**config.mk**
```make
export PLATFORM = sky130hd
export DESIGN_NAME = uart_rx_deserializer
export DESIGN_NICKNAME = d
export VERILOG_FILES = /design/src/rtl/uart_pkg.sv /design/src/rtl/uart_bit_timer.sv /design/src/rtl/uart_rx_deserializer.sv
export SDC_FILE = /design/constraint.sdc
export NUM_CORES = 1
export LEC_CHECK = 0
export CORE_UTILIZATION = 59
export CTS_CLUSTER_SIZE = 25
export DETAILED_ROUTE_END_ITERATION = 10
export GPL_TIMING_DRIVEN = 0
export PLACE_DENSITY = 0.84
export SETUP_SLACK_MARGIN = 0.3
export SYNTH_ARGS = -nofsm -noshare
export SYNTH_HDL_FRONTEND = slang
export SYNTH_SLANG_ARGS = --single-unit
export TNS_END_PERCENT = 30
```
**constraint.sdc**
```tcl
create_clock -name clock -period 4.6 [get_ports clock]
set_input_delay 0.92 -clock clock [delete_from_list [all_inputs] [get_ports clock]]
set_output_delay 0.92 -clock clock [all_outputs]
set_load 0.02 [all_outputs]
```
**src/rtl/uart_pkg.sv**
```systemverilog
// -----------------------------------------------------------------------------
// uart_pkg
// Shared types for the UART receive path.
//   parity_t   : frame parity mode (none / even / odd)
//   rx_state_t : receiver FSM states, also exported on the debug port
//   parity_error() : parity check of a received frame
// -----------------------------------------------------------------------------
package uart_pkg;

  typedef enum logic [1:0] {
    PAR_NONE = 2'd0,
    PAR_EVEN = 2'd1,
    PAR_ODD  = 2'd2
  } parity_t;

  typedef enum logic [2:0] {
    RX_IDLE   = 3'd0,
    RX_START  = 3'd1,
    RX_DATA   = 3'd2,
    RX_PARITY = 3'd3,
    RX_STOP   = 3'd4
  } rx_state_t;

  // data_xor is the XOR of all data bits. With even parity the ones count
  // including the parity bit must be even (total XOR 0); with odd parity the
  // total XOR must be 1.
  function automatic logic parity_error(input logic data_xor, input logic sample,
                                        input parity_t mode);
    return (data_xor ^ sample) != (mode == PAR_ODD);
  endfunction

endpackage

```
**src/rtl/uart_bit_timer.sv**
```systemverilog
// -----------------------------------------------------------------------------
// uart_bit_timer
// Counts sample_tick strobes within one bit period and flags the sample points.
//   clock, reset : system clock, asynchronous active-high reset
//   sample_tick  : strobe at OVERSAMPLE x baud; the counter only moves on ticks
//   restart      : on a tick, force the count back to 0
//   mid_pulse    : tick on which the count is OVERSAMPLE/2-1 (middle of start bit)
//   bit_pulse    : tick on which the count is OVERSAMPLE-1 (one full bit later)
// -----------------------------------------------------------------------------
module uart_bit_timer #(
  parameter int unsigned OVERSAMPLE = 16
) (
  input  logic clock,
  input  logic reset,
  input  logic sample_tick,
  input  logic restart,
  output logic mid_pulse,
  output logic bit_pulse
);

  localparam int unsigned CW = $clog2(OVERSAMPLE);
  localparam logic [CW-1:0] MID_LAST = CW'(OVERSAMPLE / 2 - 1);
  localparam logic [CW-1:0] BIT_LAST = CW'(OVERSAMPLE - 1);

  logic [CW-1:0] tick_cnt_q, tick_cnt_d;

  always_comb begin
    tick_cnt_d = tick_cnt_q;
    if (sample_tick) begin
      if (restart || (tick_cnt_q == BIT_LAST)) tick_cnt_d = '0;
      else                                     tick_cnt_d = tick_cnt_q + 1'b1;
    end
  end

  always_ff @(posedge clock or posedge reset) begin
    if (reset) tick_cnt_q <= '0;
    else       tick_cnt_q <= tick_cnt_d;
  end

  assign mid_pulse = sample_tick && (tick_cnt_q == MID_LAST);
  assign bit_pulse = sample_tick && (tick_cnt_q == BIT_LAST);

endmodule

```
**src/rtl/uart_rx_deserializer.sv**
```systemverilog
// -----------------------------------------------------------------------------
// uart_rx_deserializer
// UART receive path: 2-flop synchroniser, start detection, mid-bit sampling,
// LSB-first deserialisation and a one-entry output buffer with error flags.
//   clock, reset  : system clock, asynchronous active-high reset
//   sample_tick   : 1-cycle strobe at OVERSAMPLE x baud
//   rx            : serial line, idle high, asynchronous to clock
//   data          : buffered word, LSB = first data bit on the wire
//   data_valid    : buffer holds an unconsumed frame
//   data_ready    : consumer accepts
//   parity_err    : parity mismatch of the buffered frame
//   framing_err   : a stop bit of the buffered frame sampled 0
//   overrun_err   : 1-cycle pulse, a completed frame was dropped
//   busy          : FSM not idle
//   state_dbg     : current FSM state
//
// Handshake: a frame is transferred on every clock edge where data_valid and
// data_ready are both 1. data_valid stays high until that transfer; data and
// the flags are stable while data_valid is high and hold afterwards until the
// next frame is loaded. A frame completing on the same cycle as a transfer
// refills the buffer directly.
// -----------------------------------------------------------------------------
module uart_rx_deserializer
  import uart_pkg::*;
#(
  parameter int unsigned DATA_BITS  = 8,
  parameter int unsigned OVERSAMPLE = 16,
  parameter parity_t     PARITY     = PAR_NONE,
  parameter int unsigned STOP_BITS  = 1
) (
  input  logic                 clock,
  input  logic                 reset,
  input  logic                 sample_tick,
  input  logic                 rx,
  output logic [DATA_BITS-1:0] data,
  output logic                 data_valid,
  input  logic                 data_ready,
  output logic                 parity_err,
  output logic                 framing_err,
  output logic                 overrun_err,
  output logic                 busy,
  output rx_state_t            state_dbg
);

  localparam logic [3:0] DATA_LAST = 4'(DATA_BITS - 1);
  localparam logic [3:0] STOP_LAST = 4'(STOP_BITS - 1);

  // Synchroniser resets to the idle level so a line held low through reset
  // is not mistaken for a start bit.
  logic rx_meta_q, rx_sync_q;
  logic rx_s;

  rx_state_t            state_q, state_d;
  logic [DATA_BITS-1:0] shreg_q, shreg_d;
  logic [3:0]           bit_cnt_q, bit_cnt_d;
  logic                 par_flag_q, par_flag_d;
  logic                 frame_acc_q, frame_acc_d;

  logic [DATA_BITS-1:0] data_q, data_d;
  logic                 data_valid_q, data_valid_d;
  logic                 parity_err_q, parity_err_d;
  logic                 framing_err_q, framing_err_d;
  logic                 overrun_err_q, overrun_err_d;

  logic restart, mid_pulse, bit_pulse, frame_done;

  assign rx_s = rx_sync_q;

  uart_bit_timer #(.OVERSAMPLE(OVERSAMPLE)) u_timer (
    .clock       (clock),
    .reset       (reset),
    .sample_tick (sample_tick),
    .restart     (restart),
    .mid_pulse   (mid_pulse),
    .bit_pulse   (bit_pulse)
  );

  // Receiver FSM and shift register.
  always_comb begin
    state_d     = state_q;
    shreg_d     = shreg_q;
    bit_cnt_d   = bit_cnt_q;
    par_flag_d  = par_flag_q;
    frame_acc_d = frame_acc_q;
    restart     = 1'b0;
    frame_done  = 1'b0;
    case (state_q)
      RX_IDLE: begin
        // Timer is held at 0 so the start-bit count begins on the detect tick.
        restart = 1'b1;
        if (sample_tick && !rx_s) state_d = RX_START;
      end
      RX_START: begin
        if (mid_pulse) begin
          if (rx_s) begin
            state_d = RX_IDLE;  // glitch shorter than half a bit
          end else begin
            state_d     = RX_DATA;
            restart     = 1'b1;
            bit_cnt_d   = '0;
            par_flag_d  = 1'b0;
            frame_acc_d = 1'b0;
          end
        end
      end
      RX_DATA: begin
        if (bit_pulse) begin
          shreg_d = {rx_s, shreg_q[DATA_BITS-1:1]};
          if (bit_cnt_q == DATA_LAST) begin
            bit_cnt_d = '0;
            state_d   = (PARITY != PAR_NONE) ? RX_PARITY : RX_STOP;
          end else begin
            bit_cnt_d = bit_cnt_q + 4'd1;
          end
        end
      end
      RX_PARITY: begin
        if (bit_pulse) begin
          par_flag_d = parity_error(^shreg_q, rx_s, PARITY);
          state_d    = RX_STOP;
        end
      end
      RX_STOP: begin
        if (bit_pulse) begin
          frame_acc_d = frame_acc_q | ~rx_s;
          if (bit_cnt_q == STOP_LAST) begin
            // Back to idle on the last stop sample so a start bit that
            // follows immediately is caught on the next tick.
            state_d    = RX_IDLE;
            frame_done = 1'b1;
          end else begin
            bit_cnt_d = bit_cnt_q + 4'd1;
          end
        end
      end
      default: state_d = RX_IDLE;
    endcase
  end

  // One-entry output buffer.
  always_comb begin
    data_d        = data_q;
    data_valid_d  = data_valid_q;
    parity_err_d  = parity_err_q;
    framing_err_d = framing_err_q;
    overrun_err_d = 1'b0;
    if (frame_done) begin
      if (!data_valid_q || data_ready) begin
        data_d        = shreg_q;
        parity_err_d  = par_flag_q;
        framing_err_d = frame_acc_d;
        data_valid_d  = 1'b1;
      end else begin
        overrun_err_d = 1'b1;
      end
    end else if (data_valid_q && data_ready) begin
      data_valid_d = 1'b0;
    end
  end

  always_ff @(posedge clock or posedge reset) begin
    if (reset) begin
      rx_meta_q     <= 1'b1;
      rx_sync_q     <= 1'b1;
      state_q       <= RX_IDLE;
      shreg_q       <= '0;
      bit_cnt_q     <= '0;
      par_flag_q    <= 1'b0;
      frame_acc_q   <= 1'b0;
      data_q        <= '0;
      data_valid_q  <= 1'b0;
      parity_err_q  <= 1'b0;
      framing_err_q <= 1'b0;
      overrun_err_q <= 1'b0;
    end else begin
      rx_meta_q     <= rx;
      rx_sync_q     <= rx_meta_q;
      state_q       <= state_d;
      shreg_q       <= shreg_d;
      bit_cnt_q     <= bit_cnt_d;
      par_flag_q    <= par_flag_d;
      frame_acc_q   <= frame_acc_d;
      data_q        <= data_d;
      data_valid_q  <= data_valid_d;
      parity_err_q  <= parity_err_d;
      framing_err_q <= framing_err_d;
      overrun_err_q <= overrun_err_d;
    end
  end

  assign data        = data_q;
  assign data_valid  = data_valid_q;
  assign parity_err  = parity_err_q;
  assign framing_err = framing_err_q;
  assign overrun_err = overrun_err_q;
  assign busy        = (state_q != RX_IDLE);
  assign state_dbg   = state_q;

endmodule

```
After elaboration in Yosys (flattened, before gate mapping)
Index checks and enable logic that the tools add are counted.
{ "word_totals": {"ff_bits": 35, "in_bits": 5, "elab_cells": 92} }
{ "classes": {"addsub": 2, "eq_ne": 17, "muxes": 36, "n_bitwise": 3, "reduce_logical": 21} }
{ "ops": {"columns": ["cell", "count"], "rows": [
  ["$mux W4", 7],
  ["$mux W3", 7],
  ["$ne A2 B2 Y1 const B", 9],
  ["$mux W1", 16],
  ["$pmux W3 S5", 1],
  ["$pmux W4 S3", 1],
  ["$add A4 B1 Y4 const B", 2],
  ["$eq A4 B3 Y1 const B", 2],
  ["$reduce_xor A8 Y1", 1],
  ["$reduce_and A7 Y1", 1],
  ["$eq A3 B2 Y1 const B", 2],
  ["$pmux W1 S2", 3],
  ["$reduce_and A2 Y1", 3],
  ["$reduce_and A6 Y1", 1],
  ["$reduce_bool A3 Y1", 2],
  ["$eq A4 B4 Y1 const B", 1],
  ["$logic_and A1 B1 Y1", 4],
  ["$logic_not A4 Y1", 1],
  ["$reduce_and A4 Y1", 1],
  ["$reduce_bool A2 Y1", 2],
  ["$eq A3 B1 Y1 const B", 1],
  ["$eq A3 B3 Y1 const B", 1],
  ["$logic_not A3 Y1", 1],
  ["$logic_not A1 Y1", 2],
  ["other kinds (6)", 7]
]} }

Depth between registers and ports, before layout
Gate-level depths: netlist of the first run.
{ "depth": {"ltp_word": 6, "mapped_depth": 7, "ltp_nobuf": 6} }

Cells and area by module
Synthesis of the first run repeated with hierarchy kept, for this count alone.
{ "hier_totals": {"hier_cells": 150, "area_unflattened_um2": 1759.2} }
{ "by_module_without_submodules": {"columns": ["mod", "instances", "cells_each", "area_each_um2", "seq_area_each_um2"], "rows": [
  ["uart_rx_deserializer", 1, 124, 1537.7, 778.2],
  ["uart_bit_timer", 1, 26, 221.5, 100.1]
]} }

Least setup slack after synthesis of the first run
Ideal clock, no wire load.
{ "synth_timing": {"path_kind": "input-to-reg", "start": "input sample_tick", "end": "register shreg_q[0]", "setup_time_ns": 0.125, "t_arrival_ns": 2.101, "t_required_ns": 4.475, "setup_slack_ns": 2.374, "cell_stages": 4, "path_cell_list": "buf_2 -> nand4_1 -> nor3_2 -> mux2_2"} }
{ "synth_via": {"elab_chain_cells": 2} }
{ "synth_lines": {"columns": ["item", "line_no", "source"], "rows": [
  ["start, declared", "uart_rx_deserializer.sv:33", "input logic sample_tick,"],
  ["$logic_and A1 B1 Y1", "uart_bit_timer.sv:41", "assign bit_pulse = sample_tick && (tick_cnt_q == BIT_LAST);"],
  ["$reduce_and A2 Y1 (no source line)", null, null],
  ["end signal, assigned", "uart_rx_deserializer.sv:179", "shreg_q <= shreg_d;"],
  ["end, declared", "uart_rx_deserializer.sv:54", "logic [DATA_BITS-1:0] shreg_q, shreg_d;"]
]} }
No other way between the ends.
A chain may end at the register's enable or synchronous reset.

Worst setup path in the final report of the first run
{ "layout_timing": {"start": "register state_q[1] (netlist: state_dbg[1])", "end": "output busy"} }
{ "layout_via": {"elab_chain_cells": 1} }
{ "layout_lines": {"columns": ["item", "line_no", "source"], "rows": [
  ["start, declared", "uart_rx_deserializer.sv:53", "rx_state_t state_q, state_d;"],
  ["start signal, assigned", "uart_rx_deserializer.sv:178", "state_q <= state_d;"],
  ["$reduce_bool A3 Y1", "uart_rx_deserializer.sv:196", "assign busy = (state_q != RX_IDLE);"],
  ["end, declared", "uart_rx_deserializer.sv:41", "output logic busy,"]
]} }
No other way between the ends.

==> metrics.txt, run 1 <==
final setup TNS=0 ns; Yosys reg bits=35; Int Pwr=roughly 500 µW; Max Buffers Root-to-Sink=2; WP data required=between 3 and 4 ns; DIE AREA=3200 µm²; top post-synthesis cells by area=dfrtp_1 (47%), mux2_2 (12%), xnor2_1 (3.5%); synthesized area per cell=11.3 µm²; CP startpoint kind=flip-flop; setup violators final=0; max cap viols=0; critical path class=flip-flop to output port; switching share of power=0.297; Largest stage delay, worst path=about 0.54 ns; Routed wire per std cell=approximately 16 µm; post-synthesis adder-cell area fraction=0.0214; Reg power frac=0.508; Starting Density=0.631; Max VDD drop=0.000379 V; post-synth top area cell=dfrtp_1; Post-CTS Setup Bufs=0; main combinational cell family by area after synthesis=simple AND/OR/NAND/NOR gates; crit share post-route=0.659; most frequent cell after synthesis=dfrtp_1; input/output buffers=20; compound-cell area share of the yosys netlist=0.0934; Slew @ Worst Pin=0.706 ns; Die H=between 50 and 60 µm; Fmax achieved=330 MHz; Clock Pin Slew Worst Setup and Hold Paths=~0.11 ns; Max H-tree Level=2; Netlist Area Pre-Place=~1800 µm²; Reg2Reg Launch Point=u_timer.tick_cnt_q[0]; footprint of the multi-input gates=roughly 800 µm²; Synth async-reset ratio=1.00; Fillers=roughly 190; Slew Limit Fails=0; CTS Sinks=35; detailed-placement wirelength estimate=between 2000 and 2500 µm; Die X=56.5 µm; fin cells=roughly 210; outcome=complete, no violations; Max Clock Skew=0.00955 ns; via density per instance=between 6 and 7; GRT Total Usage=0.242; Cell variety after synth=42; ant diodes=0; first-pass GRT wire length=a little under 6000 µm; largest net degree at the start of global routing=36; xor and xnor fraction of the mapped netlist area=0.0478; crit path time final=around 3.0 ns; multiplexer area fraction after synthesis=0.133; area grow syn2layout=18.3%; top cell type's share of synthesized area=0.471; slowest CP cell=clkdlybuf4s50_1; grt ovf=0; post_cts resized=0; Most used DFF post-synth=dfrtp_1; Final nets=190; hold depth=0; Hold Path Class=flip-flop to flip-flop; Worst R2R Path Depth=5; Detail Route Antenna Nets=0; final WL=between 3000 and 4000 µm; Finished Cell Area=just over 2000 µm²; P per Cell Area=about 350 nW/µm²; RSZ-0062 raised after global routing=false; Gate power share=0.184; sw power=between 200 and 250 µW; routed via count=1289; most frequent cells after synthesis=dfrtp_1 (33), mux2_2 (18), inv_1 (9); root buf cell=clkbuf_4; CORE AREA=2780 µm²; final-report hold violation count=0; initial antenna violation count=0; Power, Total=731 µW; setup slack, reg-to-reg=between 2 and 3 ns; hold buffers post-CTS=0; cell breakdown of the critical path=buf_6, clkbuf_1, nor3_1, inv_1, clkdlybuf4s50_1; relative slew slack=0.529; post-synthesis instance total=roughly 160; fraction of layout cells with a size suffix above 1=0.197; WHS Endpoint=rx_s; Post-synth EDFFs=0; hold wc startpoint=rx_meta_q; Pleak=around 1 nW; data arrival time of the worst path=around 2.1 ns; worst skew pair latency=roughly 0.34 ns; First-pass DRT Iterations=4; Num CTS Buffers=5; Synth Warn #=0; clock share of power=0.308; reg2reg end=framing_err; area share of and/or/nand/nor cells after synthesis=0.162; Seq. cell area=between 800 and 900 µm²; register area share after synthesis=0.501; drc violations=0; TritonCTS clock tree=done; # IOs=21; post-synth net total=approximately 160; Placement Cell Area=1990 µm²; placed cells=approximately 200; number of global-route vias before repair=~1300; First DRT Iteration DRCs=61; Cell Rows=19; peak fanout along the critical path=10; Critical Path Sink Type=output port; GPL Wtd Cong=roughly 0.9
==> per-layer routing <==
metal / routed length [µm] / vias up / share of wire / global-route usage
met5: 0 / - / 0 / 0
met4: 53 / 0 / 0.016 / 0.0871
met3: 170 / 7 / 0.051 / 0.0622
met2: 1720 / 52 / 0.52 / 0.393
met1: 1390 / 618 / 0.42 / 0.315
li1: - / 612 / - / -
==> area by class of cell <==
class	instances	area share
clock inverter	3	0.0211
sequential	35	0.423
clock buffer	5	0.0181
tap	31	0.0187
timing repair buffer	20	0.0965
inverter	9	0.0163
buffer	8	0.0193
multi-input combinational	103	0.387
==> power by group through the flow <==
stage	registers [mW]	logic (mW)	clock network (mW)
final	0.371	0.135	0.225
after global routing	0.378	0.154	0.239
after CTS	0.372	0.135	0.228
after detailed placement	0.377	0.134	0
after global placement	0.374	0.123	0
after floorplan	0.369	0.106	0
==> registers in the layout, indices dropped and copies added (netlist names) <==
name                flops
data                    8
shreg_q                 8
bit_cnt_q               4
u_timer.tick_cnt_q      4
state_dbg               3
data_valid              1
frame_acc_q             1
framing_err             1
overrun_err             1
par_flag_q              1
parity_err              1
rx_meta_q               1
rx_s                    1
==> how the worst max path moves through the flow <==
| stage | startpoint | end |
|---|---|---|
| floorplan | sample_tick | shreg_q[0] |
| global placement | sample_tick | framing_err |
| detailed placement | sample_tick | data[5] |
| CTS | state_dbg[1] | busy |
| global route | state_dbg[1] | busy |
| finish | state_dbg[1] | busy |
==> stage by stage <==
step	utilization	worst slack [ns]	hold WS, ns
after floorplan	-	2.37	0.345
after global placement	0.717	1.63	0.346
after detailed placement	0.717	1.59	0.348
after CTS	0.746	1.56	0.363
after global routing	0.746	1.37	0.376
final	0.746	1.57	0.363
==> layout by cell type (no fill, tap or decap), types with 2 or more instances in the layout <==
master,n
o41ai_1,3
nor3b_1,3
clkbuf_1,5
o31ai_1,2
clkdlybuf4s50_1,20
nand4_1,2
o21ai_0,6
nand2_1,8
dfstp_2,2
mux2i_1,3
nor3_1,3
nor3_2,2
clkbuf_4,5
nand3b_1,2
inv_1,8
nand2b_1,5
nand3_1,7
ha_1,3
buf_2,2
and3_1,2
dfrtp_1,33
xnor2_1,7
a21oi_1,3
mux2_2,18
nor2_1,6
==> kinds of logic (layout without fill, tap and decap cells) <==
logic type,after synthesis,count (layout)
mux,21,21
fa+ha+maj,3,3
compound gates,24,24
xor+xnor,8,8
flops,35,35
buf+inv,17,45
simple gates,47,47
==> critical path, delay by kind of cell, from the launching register on <==
kind / cells / cell delay [ns]
buffers and inverters: 4 / 0.96
and+or+nand+nor: 1 / 0.41
DFF: 1 / 0.40
Power figures use the tool's default switching activity.
==> run 2: changes to the inputs <==
CORE_UTILIZATION = 49   (was 59)
PLACE_DENSITY = 0.74   (was 0.84)
clock period = 2.65 ns   (was 4.6 ns; I/O delays follow)
==> run 2 against run 1 <==
Count of clock-buffer cells in the layout up 1. Non-clock buffer count unchanged. Cell count up 7.0%. Routed wire length is 2.5% lower. Sequential cell count did not move. Critical path depth is 1 lower. Combinational power grew 73%. Clock skew is 0.0063 ns higher. Design area rose by 0.84%. Total power rose by 60%. Clock power increased by 27%.
==> metrics.txt, run 2 (synthesized netlist as in run 1, its figures left out) <==
outcome=complete, no violations (unchanged); # IOs=21 (unchanged); setup violators final=0 (unchanged); Slew @ Worst Pin=0.724 ns (was 0.706 ns); Die H=61.8 µm (was 56.5 µm); Die X=61.8 µm (was 56.5 µm); Hold WS=0.364 ns (was 0.363 ns); crit share post-route=0.826; Max Clock Skew=0.0158 ns (was 0.00955 ns); WHS Endpoint=rx_s (unchanged); First-pass DRT Iterations=4 (unchanged); met2 usage=0.320 (was 0.393); Final nets=190 (unchanged); grt ovf=0 (unchanged); P per Cell Area=557 nW/µm² (was 352 nW/µm²); Power, Total=1.17 mW (was 731 µW); Cell Rows=21 (was 19); Finished Cell Area=2090 µm² (was 2070 µm²); Num CTS Buffers=5 (unchanged); Placement Cell Area=2010 µm² (was 1990 µm²); Place WS=0.0185 ns (was 1.59 ns); Fillers=274 (was 191); Max VDD drop=0.000352 V (was 0.000379 V); GR Layer Usage met1=0.246 (was 0.315); Hold Path Class=flip-flop to flip-flop (unchanged); relative slew slack=0.517 (was 0.529); Starting Density=0.518 (was 0.631); largest net degree at the start of global routing=36 (unchanged); placed cells=221 (was 206); GPL Wtd Cong=0.808 (was 0.925); setup slack, reg-to-reg=0.58 ns (was 2.53 ns); fraction of layout cells with a size suffix above 1=0.219 (was 0.197); GR Util met3=0.0600 (was 0.0622); Slew Limit Fails=0 (unchanged); Critical Path Sink Type=output port (unchanged); final setup TNS=0 ns (unchanged); area grow syn2layout=19.3% (was 18.3%); drc violations=0 (unchanged); reg2reg end=bit_cnt_q[1] (was framing_err); input/output buffers=20 (unchanged); GR peak layer=met2 (unchanged); ant diodes=0 (unchanged); CTS Sinks=35 (unchanged); Fmax achieved=approximately 460 MHz; Detail Route Antenna Nets=0 (unchanged); GRT Total Usage=0.199 (was 0.242); Clock Pin Slew Worst Setup and Hold Paths=0.11 ns (about the same); peak fanout along the critical path=10 (unchanged); Pleak=0.959 nW (was 0.998 nW); Reg2Reg Launch Point=bit_cnt_q[0] (was u_timer.tick_cnt_q[0]); hold wc startpoint=rx_meta_q (unchanged); fin cells=229 (was 214); DIE AREA=3820 µm² (was 3200 µm²); routed via count=1275 (was 1289); Routed wire per std cell=14.2 µm (was 15.6 µm); detailed-placement wirelength estimate=2310 µm (was 2410 µm); CORE AREA=3390 µm² (was 2780 µm²); max cap viols=0 (unchanged); most common cell after layout, fill and taps aside=dfrtp_1 (unchanged); Worst R2R Path Depth=7 (was 5); number of global-route vias before repair=1218 (was 1278); data arrival time of the worst path=1.66 ns (was 2.11 ns); WP data required=2.12 ns (was 3.68 ns); Max Buffers Root-to-Sink=2 (unchanged); crit path time final=roughly 2.2 ns; worst skew pair latency=0.35 ns (was 0.34 ns); final-report hold violation count=0 (unchanged); via density per instance=5.57 (was 6.02); initial antenna violation count=0 (unchanged); Layout Utilization=0.617 (was 0.746); root buf cell=clkbuf_4 (unchanged); TritonCTS clock tree=done (unchanged); most frequent cells in the layout=dfrtp_1 (32), clkdlybuf4s50_1 (19), mux2_2 (18) (was dfrtp_1 (33), clkdlybuf4s50_1 (20), mux2_2 (18)); critical path class=flip-flop to output port (unchanged); final WL=3250 µm (was 3330 µm); Post-CTS Setup Bufs=0 (unchanged); PnR worst setup slack=0.460 ns (was 1.57 ns); CP startpoint kind=flip-flop (unchanged); first-pass GRT wire length=5400 µm (was 5870 µm); hold buffers post-CTS=0 (unchanged); hold depth=0 (unchanged); RSZ-0062 raised after global routing=false (unchanged); Max H-tree Level=2 (unchanged); First DRT Iteration DRCs=42 (was 61)
-- run 2: changes by cell type in the layout (fill, tap and decap cells not counted), sizes merged --
cell,previous run,this run
bufinv,1,0
clkinv,2,1
clkbuf,10,11
dlygate4sd2,0,1
clkinvlp,0,1
clkdlybuf4s50,20,19
-- run 2: per-layer routing --
layer	vias to the layer above	wire length (µm)
li1	615	-
met3	7	131
met1	616	1430
met2	37	1630
met5	-	0
met4	0	59
-- run 2: power breakdown --
| group | leakage [nW] | internal (mW) | total (mW) | switching [mW] |
|---|---|---|---|---|
| Sequential | 0.452 | 0.592 | 0.646 | 0.0547 |
| Combinational | 0.479 | 0.102 | 0.233 | 0.131 |
| Clock | 0.0282 | 0.102 | 0.286 | 0.184 |
| Total | 0.959 | 0.796 | 1.17 | 0.370 |
-- run 2: worst max-delay path, cell delays in order (launching register included) --
cell and delay, ns:
dfrtp_2 0.48, clkbuf_4 0.22, nor3_4 0.24, inv_1 0.05
dlygate4sd2_1 0.31
-- run 2: how the worst max path moves through the flow --
stage                               to         start  depth (start not counted)  slack, ns
after floorplan           bit_cnt_q[2]  state_dbg[1]                          6       0.80
after global placement         data[4]   sample_tick                          6       0.05
after detailed placement       data[0]   sample_tick                          6       0.02
after CTS                  framing_err   sample_tick                          6       0.39
after global routing        shreg_q[7]   sample_tick                          5       0.35
final                             busy  state_dbg[2]                          4       0.46
-- run 2: area by class of cell --
cell class / instances / area, µm² / area share
Tap cell: 46 / 57.6 / 0.0275
Buffer: 8 / 46.3 / 0.0221
Clock buffer: 6 / 41.3 / 0.0197
Multi-Input combinational cell: 103 / 822 / 0.393
Timing Repair Buffer: 20 / 199 / 0.0951
Inverter: 9 / 33.8 / 0.0161
Sequential cell: 35 / 880 / 0.420
Clock inverter: 2 / 12.5 / 0.00598
-- run 2: repair_timing --
action / 4_1_cts / 5_1_grt
setup endpoints to repair: 1 / 4
gates resized for setup: 8 / 1
pin swaps: 1 / 0
==> run 3: changes to the inputs <==
clock period = 1.8 ns   (was 2.65 ns; I/O delays follow)
==> run 3 against run 2 <==
Via count rose by 16%. Clock skew fell by 0.0098 ns. Sequential share of layout area fell by 7.2 points. Critical path type is now flip-flop to flip-flop. Largest cell class is now multi-input gates.
==> metrics.txt, run 3 (synthesized netlist as in run 1, its figures left out) <==
Cell Rows=21 (unchanged); CP startpoint kind=flip-flop (unchanged); relative slew slack=0.523 (was 0.517); Pleak=1.39 nW (was 0.959 nW); Int Pwr=1.38 mW (was 796 µW); First-pass DRT Iterations=4 (unchanged); root buf cell=clkbuf_4 (unchanged); Max Buffers Root-to-Sink=2 (unchanged); TritonCTS clock tree=done (unchanged); Slew @ Worst Pin=0.715 ns (was 0.724 ns); Gate power share=0.264 (was 0.200); WP data required=2.05 ns (was 2.12 ns); input/output buffers=20 (unchanged); clock share of power=0.251 (was 0.246); Power, Total=2.00 mW (was 1.17 mW); Critical Path Sink Type=flip-flop (was output port); Fillers=206 (was 274); DIE AREA=3820 µm² (unchanged); met2 usage=0.406 (was 0.320); largest net degree at the start of global routing=36 (unchanged); Slew Limit Fails=0 (unchanged); Seq. cell area=881 µm² (was 880 µm²); Worst Setup SP=state_dbg[1] (was state_dbg[2]); final WL=4340 µm (was 3250 µm); GR Util met3=0.0663 (was 0.0600); Final nets=211 (was 190); setup violators final=0 (unchanged); routed via count=1476 (was 1275); number of global-route vias before repair=1490 (was 1218); critical path class=flip-flop to flip-flop (was flip-flop to output port); fin cells=250 (was 229); Reg2Reg Launch Point=state_dbg[1] (was bit_cnt_q[0]); switching share of power=0.312 (was 0.317); footprint of the multi-input gates=1000 µm² (was 822 µm²); RSZ-0062 raised after global routing=true (was false); Routed wire per std cell=17.4 µm (was 14.2 µm); Worst Setup EP=bit_cnt_q[2] (was busy); fraction of layout cells with a size suffix above 1=0.412 (was 0.219); reg2reg end=bit_cnt_q[2] (was bit_cnt_q[1]); Layout Utilization=0.746 (was 0.617); Die H=61.8 µm (unchanged); Clock Pin Slew Worst Setup and Hold Paths=0.11 ns (about the same); GPL Wtd Cong=0.772 (was 0.808); worst skew pair latency=0.34 ns (was 0.35 ns); Worst R2R Path Depth=6 (was 7); P per Cell Area=793 nW/µm² (was 557 nW/µm²); first-pass GRT wire length=6950 µm (was 5400 µm); GRT Total Usage=0.255 (was 0.199); Num CTS Buffers=5 (unchanged); peak fanout along the critical path=4 (was 10); Fmax achieved=559 MHz; area grow syn2layout=44.1% (was 19.3%); max cap viols=0 (unchanged); Max VDD drop=0.000621 V (was 0.000352 V); grt ovf=0 (unchanged); crit path time final=about 1.8 ns; via density per instance=5.90 (was 5.57); CTS Sinks=35 (unchanged); initial antenna violation count=0 (unchanged); drc violations=0 (unchanged); # IOs=21 (unchanged); hold buffers post-CTS=0 (unchanged); Placement Cell Area=2070 µm² (was 2010 µm²); setup slack, reg-to-reg=0.01 ns (was 0.58 ns); most frequent cells in the layout=dfrtp_1 (31), buf_4 (16), dlymetal6s2s_1 (14) (was dfrtp_1 (32), clkdlybuf4s50_1 (19), mux2_2 (18)); GR peak layer=met2 (unchanged); placed cells=221 (unchanged); First DRT Iteration DRCs=74 (was 42); Max Clock Skew=0.00600 ns (was 0.0158 ns); detailed-placement wirelength estimate=2390 µm (was 2310 µm); sw power=625 µW (was 370 µW); Die X=61.8 µm (unchanged); final-report hold violation count=0 (unchanged); Detail Route Antenna Nets=0 (unchanged); outcome=complete, no violations (unchanged); CORE AREA=3390 µm² (unchanged); most common cell after layout, fill and taps aside=dfrtp_1 (unchanged); crit share post-route=0.993; Finished Cell Area=2530 µm² (was 2090 µm²); Hold Path Class=flip-flop to flip-flop (unchanged); GR Layer Usage met1=0.327 (was 0.246); final setup TNS=0 ns (unchanged); Max H-tree Level=2 (unchanged); data arrival time of the worst path=2.03 ns (was 1.66 ns); ant diodes=0 (unchanged); Starting Density=0.518 (unchanged); Reg power frac=0.485 (was 0.554)
run 3: power groups by stage:
| stage | Clock, mW | Sequential (mW) | Combinational, mW |
|---|---|---|---|
| floorplan | 0 | 0.946 | 0.290 |
| global placement | 0 | 0.963 | 0.336 |
| detailed placement | 0 | 0.969 | 0.360 |
| CTS | 0.509 | 0.959 | 0.480 |
| global route | 0.545 | 0.983 | 0.590 |
| finish | 0.503 | 0.972 | 0.529 |
run 3: metrics by stage:
stage | hold slack (ns) | worst slack [ns]
finish | 0.364 | 0.0118
global route | 0.370 | -0.0629
CTS | 0.365 | 0.0319
detailed placement | 0.350 | -0.622
global placement | 0.347 | -0.612
floorplan | 0.345 | 0.0711
run 3: per-layer routing:
layer  part of all wire  up-vias  wire [µm]
met2               0.49       63       2150
met4              0.034        0        148
met3              0.055       15        240
li1                   -      663          -
met5                  0        -          0
met1               0.42      735       1810
run 3: what timing repair did:
action | CTS | global route
cloned | 1 | 0
gates resized for setup | 38 | 33
pin swaps | 8 | 8
buffers inserted | 19 | 1
endpoints found under the setup margin | 82 | 46
run 3: critical path, stage by stage, from the launching register on:
cell and delay, ns:
dfrtp_2 0.43, buf_8 0.14, nor4b_4 0.33, o21ai_2 0.12, or3_4 0.34, buf_6 0.14, o41ai_2 0.19
run 3: worst min path at each step:
stage / startpoint / endpoint / slack (ns) / cells past startpoint
2_1_floorplan: rx_meta_q / rx_s / 0.35 / 0
3_3_place_gp: rx_meta_q / rx_s / 0.35 / 0
3_5_place_dp: rx_meta_q / rx_s / 0.35 / 0
4_1_cts: rx_meta_q / rx_s / 0.37 / 0
5_1_grt: rx_meta_q / rx_s / 0.37 / 0
6_report: rx_meta_q / rx_s / 0.36 / 0
run 3: layout make-up:
type / instances / area share
flip-flops and latches: 35 / 0.349
multi-input cells: 104 / 0.397
clock inverters: 1 / 0.00297
plain buffers: 8 / 0.0297
repair buffers: 40 / 0.160
inverters: 9 / 0.0134
well taps: 46 / 0.0228
clock buffers: 7 / 0.0257
